**src/rtl/alu_exec_unit.sv**
```systemverilog
// alu_exec_unit: latches an ALU opcode and operands on start_i, then computes
// the result with a start/busy/done handshake. Single-cycle ops take one
// EXEC cycle. An optional iterative shift-add multiplier is controlled by the
// macro ALU_EXEC_MULT_EN; when the macro is undefined, opcode 4'b0111 is
// treated as illegal.
module alu_exec_unit #(
  parameter int DATA_WIDTH = 32
) (
  input  logic                  clk,
  input  logic                  reset,
  input  logic                  start_i,
  input  logic [3:0]            alu_operation_i,
  input  logic [DATA_WIDTH-1:0] a_i,
  input  logic [DATA_WIDTH-1:0] b_i,
  output logic [DATA_WIDTH-1:0] result_o,
  output logic                  zero_o,
  output logic                  illegal_o,
  output logic                  busy_o,
  output logic                  done_o
);

  localparam logic [3:0] OP_OR  = 4'b0010;
  localparam logic [3:0] OP_ADD = 4'b0011;
  localparam logic [3:0] OP_SUB = 4'b0100;
  localparam logic [3:0] OP_LUI = 4'b0101;
  localparam logic [3:0] OP_AND = 4'b0110;

`ifdef ALU_EXEC_MULT_EN
  localparam logic [3:0] OP_MUL = 4'b0111;
  localparam int         CW     = $clog2(DATA_WIDTH + 1);
  typedef enum logic [1:0] {S_IDLE, S_EXEC, S_MUL, S_DONE} state_t;
`else
  typedef enum logic [1:0] {S_IDLE, S_EXEC, S_DONE} state_t;
`endif

  state_t                state_q, state_d;
  logic [3:0]            op_q, op_d;
  logic [DATA_WIDTH-1:0] a_q, a_d;
  logic [DATA_WIDTH-1:0] b_q, b_d;
  logic [DATA_WIDTH-1:0] result_q, result_d;
  logic                  zero_q, zero_d;
  logic                  illegal_q, illegal_d;
  logic [DATA_WIDTH-1:0] alu_res;
  logic                  alu_ill;
`ifdef ALU_EXEC_MULT_EN
  logic [CW-1:0]         cnt_q, cnt_d;
  logic [DATA_WIDTH-1:0] acc_q, acc_d;
  logic [DATA_WIDTH-1:0] acc_nxt;
`endif

  // Single-cycle datapath on the latched opcode/operands
  always_comb begin
    alu_res = '0;
    alu_ill = 1'b0;
    case (op_q)
      OP_ADD:  alu_res = a_q + b_q;
      OP_SUB:  alu_res = a_q - b_q;
      OP_OR:   alu_res = a_q | b_q;
      OP_AND:  alu_res = a_q & b_q;
      OP_LUI:  alu_res = {b_q[15:0], {(DATA_WIDTH-16){1'b0}}};
      default: alu_ill = 1'b1;
    endcase
  end

  // Next-state, operand latching and completion write-back
  always_comb begin
    state_d   = state_q;
    op_d      = op_q;
    a_d       = a_q;
    b_d       = b_q;
    result_d  = result_q;
    zero_d    = zero_q;
    illegal_d = illegal_q;
`ifdef ALU_EXEC_MULT_EN
    cnt_d     = cnt_q;
    acc_d     = acc_q;
    acc_nxt   = b_q[0] ? (acc_q + a_q) : acc_q;
`endif
    case (state_q)
      S_IDLE, S_DONE: begin
        if (start_i) begin
          op_d    = alu_operation_i;
          a_d     = a_i;
          b_d     = b_i;
          state_d = S_EXEC;
`ifdef ALU_EXEC_MULT_EN
          if (alu_operation_i == OP_MUL) begin
            state_d = S_MUL;
            cnt_d   = CW'(DATA_WIDTH);
            acc_d   = '0;
          end
`endif
        end else begin
          state_d = S_IDLE;
        end
      end
      S_EXEC: begin
        result_d  = alu_res;
        zero_d    = (alu_res == '0);
        illegal_d = alu_ill;
        state_d   = S_DONE;
      end
`ifdef ALU_EXEC_MULT_EN
      // One multiplier bit per cycle: a_q is the shifting multiplicand,
      // b_q the shifting multiplier; the last iteration writes back directly.
      S_MUL: begin
        acc_d = acc_nxt;
        a_d   = a_q << 1;
        b_d   = b_q >> 1;
        cnt_d = cnt_q - CW'(1);
        if (cnt_q == CW'(1)) begin
          result_d  = acc_nxt;
          zero_d    = (acc_nxt == '0);
          illegal_d = 1'b0;
          state_d   = S_DONE;
        end
      end
`endif
      default: state_d = S_IDLE;
    endcase
  end

  // State and datapath registers, async active-high reset
  always_ff @(posedge clk or posedge reset) begin
    if (reset) begin
      state_q   <= S_IDLE;
      op_q      <= '0;
      a_q       <= '0;
      b_q       <= '0;
      result_q  <= '0;
      zero_q    <= 1'b0;
      illegal_q <= 1'b0;
`ifdef ALU_EXEC_MULT_EN
      cnt_q     <= '0;
      acc_q     <= '0;
`endif
    end else begin
      state_q   <= state_d;
      op_q      <= op_d;
      a_q       <= a_d;
      b_q       <= b_d;
      result_q  <= result_d;
      zero_q    <= zero_d;
      illegal_q <= illegal_d;
`ifdef ALU_EXEC_MULT_EN
      cnt_q     <= cnt_d;
      acc_q     <= acc_d;
`endif
    end
  end

  assign result_o  = result_q;
  assign zero_o    = zero_q;
  assign illegal_o = illegal_q;
  assign done_o    = (state_q == S_DONE);
`ifdef ALU_EXEC_MULT_EN
  assign busy_o    = (state_q == S_EXEC) || (state_q == S_MUL);
`else
  assign busy_o    = (state_q == S_EXEC);
`endif

endmodule

```
**config.mk**
```make
export PLATFORM = sky130hd
export DESIGN_NAME = alu_exec_unit
export DESIGN_NICKNAME = d
export VERILOG_FILES = /design/src/rtl/alu_exec_unit.sv
export SDC_FILE = /design/constraint.sdc
export NUM_CORES = 1
export LEC_CHECK = 0
export CAP_MARGIN = 20
export CORE_AREA = 2 2 165 167
export DETAILED_ROUTE_END_ITERATION = 6
export DIE_AREA = 0 0 167 169
export DONT_BUFFER_PORTS = 1
export GPL_ROUTABILITY_DRIVEN = 0
export PLACE_DENSITY_LB_ADDON = 0.1
export SLEW_MARGIN = 10
export SYNTH_ARGS = -nofsm -noshare
export SYNTH_HDL_FRONTEND = slang
export SYNTH_SLANG_ARGS = --single-unit
export TNS_END_PERCENT = 10
```
**constraint.sdc**
```tcl
create_clock -name clk -period 12.3 [get_ports clk]
set_input_delay 3.69 -clock clk [delete_from_list [all_inputs] [get_ports clk]]
set_output_delay 3.69 -clock clk [all_outputs]
set_load 0.02 [all_outputs]
```
==> results.toml, run 1 <==
[floorplan]
die_w_um = 167
initial_core_util_pct = 27.7
rows = 60
pin_count = 107
die_area_mm2 = 0.0282
fp.coreArea_mm2 = 0.0265
chipHeight_um = 169

[synthesis]
ys.flop_type = "dfrtp_1"
synth_top_area_share_pct = 35.5
syn_area_per_cell_um2 = 9.29
synth_seq_cells = 104
synth_top_cells_by_area = "dfrtp_1 35%, mux2_2 9.8%, ha_1 5.8%, xnor2_1 4.3%, o21ai_0 4.2%"
synth_top_area_cell = "dfrtp_1"
ys_warn_count = 0
ys_seq_area_share_pct = 35.5
synth_most_common_cell = "dfrtp_1"
synth_nets = 896
async_flop_share_pct = 100
synth-edff-count = 0
synth.top_cells.by_count = "104 x dfrtp_1, 71 x nand2_1, 64 x mux2_2"
synthCells = 790
synthesis.area_mm2 = 0.00734
ys_types = 78

[route]
vias = 5967
wl_per_cell_um = 21.8
drt-pass1-iter-count = 7
viasPerCell = 5.42
postRouteAntennaNets = 0
drt_iter0_drc = 533
drc_errors = 0
detail_route.wirelength_um = 24000

[clock_network]
clk_path_buf_depth = 2
cts_buffers = 9
h-tree-depth = 3
clock-root-buffer = "clkbuf_16"
clk_pin_slew_ns = 0.09
worst_skew_pair.late_latency_ns = 0.36
cts_sinks = 104
postCtsResizedCells = 0
tritoncts = "yes"
cts_setup_buffers = 0
cts_hold_buffers = 0

[timing]
final_max_slew_viol_count = 0
post-route-period-util_pct = 47.6
timing.fmax_mhz = 171
period_needed_ns = 5.86
hold_viol_final = 0
rsz0062_at_grt = "no"
fin_setup_tns_ns = 0
finClkSkew_ns = 0.0135
layout_setup_ws_ns = 6.44
finalSetupViolCount = 0
tightest_slew_ns = 1.05
maxSlewHeadroom_pct = 29.9

[critical_path]
required_ns = 8.61
slowest_delay_ns = 0.69
end_kind = "output port"
crit_fanout = 56
critPathKind = "reg2out"
critPathSlowestCell = "inv_1"
path_cells = "nand2b_2 -> inv_1"
cp-start-kind = "register"
cp.arrival_ns = 2.17

[min_path]
hold_class = "reg2reg"

[power_and_ir_drop]
power.leakage_uw = 0.00315
power.density_mw_per_mm2 = 184
p_total_uw = 1460
peakVddDrop_mv = 0.0694

[cells_and_area]
area_growth_pct = 7.98
fin_util_pct = 29.9
final_cells = 1101
final_nets = 860
drive_gt1_share_pct = 14.8

[global_route]
grt_overflow = 0
grt_usage_pct = 17.1
grt_pass1_vias = 5910
grt_pass1_wl_um = 37300
grt_max_degree = 57
antenna_found_initial = 3

[place]
place_ws_ns = 6.78
numPortBuffers = 0
dp_hpwl_um = 18500
dp.cells = 1084

[run_status]
status = "completed"

[flow_run]
max-cap-violations = 0
[per-stage QoR]
step                      cell area, um2  hold slack (ns)
final                               7930            0.563
after global routing                7920            0.591
after CTS                           7920            0.572
after detailed placement            7610            0.554
after global placement              7610            0.547
after floorplan                     7340            0.514
[where the power goes]
group / switching, uW / internal, uW
clock network: 150 / 163
logic: 364 / 250
registers: 126 / 404
total: 639 / 817
[logic make-up after synthesis]
family                     share of synthesized area, %
DFF                                                35.5
AOI/OAI and AO/OA                                  18.7
and+or+nand+nor                                    15.4
adders and majority gates                          9.75
xor gates and xnor gates                           6.20
buffers and inverters                              4.19
muxes                                              10.2
[state kept, by name, summed over array words and instances (netlist names)]
register	flops
zero_o	1
a_q	32
illegal_o	1
b_q	32
op_q	4
result_o	32
state_q	2
[path summary, 6_finish.rpt]
check | cells past startpoint | end | slack [ns] | startpoint
setup / recovery | 2 | busy_o | 6.44 | state_q[0]
max in group asynchronous | 2 | b_q[4] | 7.88 | reset
setup reg to reg | 19 | zero_o | 7.19 | b_q[3]
min in group asynchronous | 1 | b_q[0] | 3.28 | reset
hold reg to reg | 1 | a_q[31] | 0.56 | a_q[31]
hold / removal | 1 | a_q[31] | 0.56 | a_q[31]
[metal layers]
| metal | vias up | share of wire [%] | track usage [%] | wire, um |
|---|---|---|---|---|
| met5 | - | 0.10 | 0 | 24 |
| met4 | 4 | 1.4 | 3.71 | 330 |
| met3 | 17 | 8.1 | 5.75 | 1950 |
| met2 | 207 | 40 | 23.5 | 9570 |
| met1 | 2924 | 51 | 25.7 | 12200 |
| li1 | 2815 | - | - | - |
[layout make-up]
cell class	instances	area, um2
clock buffers	9	225
diodes	1	2.50
repair buffers	7	52.6
fillers	2784	18600
flip-flops and latches	104	2600
multi-input cells	613	4460
clock inverters	7	86.3
well taps	341	427
inverters	19	73.8
[worst max-delay path: cells and delay by family (launching register included)]
| kind | cells | cell delay (ns) |
|---|---|---|
| simple gates | 1 | 0.56 |
| buf+inv | 1 | 0.69 |
| flops | 1 | 0.54 |
[cells in the final DEF (no fill, tap or decap), types with 11 or more instances in the layout]
cell	count
xor2_1	16
inv_1	18
a21oi_1	50
dfrtp_1	104
ha_1	34
xnor2_1	36
o21ai_0	62
nand4_1	11
maj3_1	27
a22oi_1	11
mux2_2	64
nor2_1	59
nand2_1	71
Power figures use the tool's default switching activity.
==> inputs of run 2 (changes only) <==
clock period = 5.9 ns   (was 12.3 ns; I/O delays follow)
==> results.toml, run 2 (synthesized netlist as in run 1, its figures left out) <==
[power_and_ir_drop]
peakVddDrop_mv = 0.123
power.density_mw_per_mm2 = 390
power.leakage_uw = 0.00318
p_total_uw = 3110

[cells_and_area]
final_nets = 864
area_growth_pct = 8.79
seqCellArea_mm2 = 0.00260
drive_gt1_share_pct = 14.9
final_common_cell = "dfrtp_1"
fill_cells = 2731
mostFrequentLayoutCells = "104 x dfrtp_1, 71 x nand2_1, 64 x mux2_2"
multiInputGateArea_mm2 = 0.00445

[critical_path]
crit_fanout = 13
rr_startpoint = "op_q[2]"
r2r_cells = 13
rrSetupSlack_ns = 0.82
rr_endpoint = "zero_o"
end_kind = "register"
slowest_delay_ns = 0.70
crit_family = "compound AO/OA/AOI/OAI gates"
path_cells = "inv_1 -> or4_1 -> a21o_1 -> fa_1 -> nand2b_1 -> a21oi_1 -> o211ai_1 -> a211o_1 -> o31ai_2 -> xor2_1 -> a222oi_1 -> and4_1 -> a32o_1"
critPathSlowestCell = "or4_1"
crit_buf_inv = 1
required_ns = 6.20
critPathKind = "reg2reg"
cp.arrival_ns = 5.38
cp-start-kind = "register"

[global_route]
grt_pass1_wl_um = 37500
grt_max_degree = 65
grt_usage_pct = 17.3
grt_pass1_vias = 5934
grt_overflow = 0
antenna_found_initial = 1

[min_path]
hold_end = "a_q[2]"
hold_depth = 1
hold_class = "reg2reg"
holdCritStartpoint = "a_q[2]"

[timing]
final_max_slew_viol_count = 0
finClkSkew_ns = 0.0119
finalSetupViolCount = 0
maxSlewHeadroom_pct = 26.4
post-route-period-util_pct = 86.1
period_needed_ns = 5.08
rsz0062_at_grt = "no"
hold_viol_final = 0
fin_setup_tns_ns = 0
tightest_slew_ns = 1.10
timing.fmax_mhz = 197
whs_ns = 0.574

[place]
dp_hpwl_um = 19100
numPortBuffers = 0

[clock_network]
worst_skew_pair.late_latency_ns = 0.36
postCtsResizedCells = 0
clk_pin_slew_ns = 0.08
cts_sinks = 104
cts_setup_buffers = 0
cts_hold_buffers = 0
clock-root-buffer = "clkbuf_16"
cts_buffers = 9
clk_path_buf_depth = 2
tritoncts = "yes"
h-tree-depth = 3

[route]
detail_route.wirelength_um = 24400
viasPerCell = 5.45
drc_errors = 0
wl_per_cell_um = 22.0
drt-pass1-iter-count = 5
drt_iter0_drc = 501
vias = 6022
postRouteAntennaNets = 0

[floorplan]
die_area_mm2 = 0.0282
fp.coreArea_mm2 = 0.0265
rows = 60
initial_core_util_pct = 27.7
die_w_um = 167
chipHeight_um = 169
pin_count = 107

[run_status]
status = "completed"

[flow_run]
max-cap-violations = 0
-- run 2: cell count changes in the layout (fill, tap and decap cells not counted), sizes merged --
| cell | previous run | this run |
|---|---|---|
| buf | 7 | 11 |
| clkbuf | 9 | 10 |
| bufinv | 1 | 3 |
| inv | 22 | 21 |
| clkinv | 2 | 0 |
-- run 2: stage by stage --
step	std cells	area [um2]	setup WS [ns]	utilization [%]
2_1_floorplan	790	7340	1.40	-
3_3_place_gp	1087	7630	0.903	28.8
3_5_place_dp	1087	7630	0.997	28.8
4_1_cts	1103	7980	0.955	30.1
5_1_grt	1104	7980	0.527	30.1
6_report	1105	7990	0.821	30.1
-- run 2: area by class of cell --
type | count | area share [%]
antenna | 1 | 0.0313
clock buffer | 10 | 2.87
clock inverter | 6 | 1.44
inverter | 19 | 0.924
multi-input combinational | 613 | 55.8
sequential | 104 | 32.6
tap | 341 | 5.34
timing repair buffer | 11 | 1.03
-- run 2: where the power goes --
group	internal [uW]	switching [uW]
clock	419	290
combinational	525	771
sequential	842	267
total	1790	1330
-- run 2: worst max-delay path by stage --
stage / from / depth (start not counted) / end
after CTS: op_q[2] / 13 / zero_o
after floorplan: reset / 1 / a_q[0]
after detailed placement: op_q[2] / 16 / zero_o
after global placement: op_q[2] / 16 / zero_o
final: op_q[2] / 13 / zero_o
after global routing: op_q[2] / 16 / zero_o
-- run 2: routing by layer --
metal  wire length, um  track usage, %  up-vias
met1             12300            25.9     2939
li1                  -               -     2837
met2              9820            23.9      229
met5                 0               0        -
met3              1900            4.82       17
met4               356            4.87        0
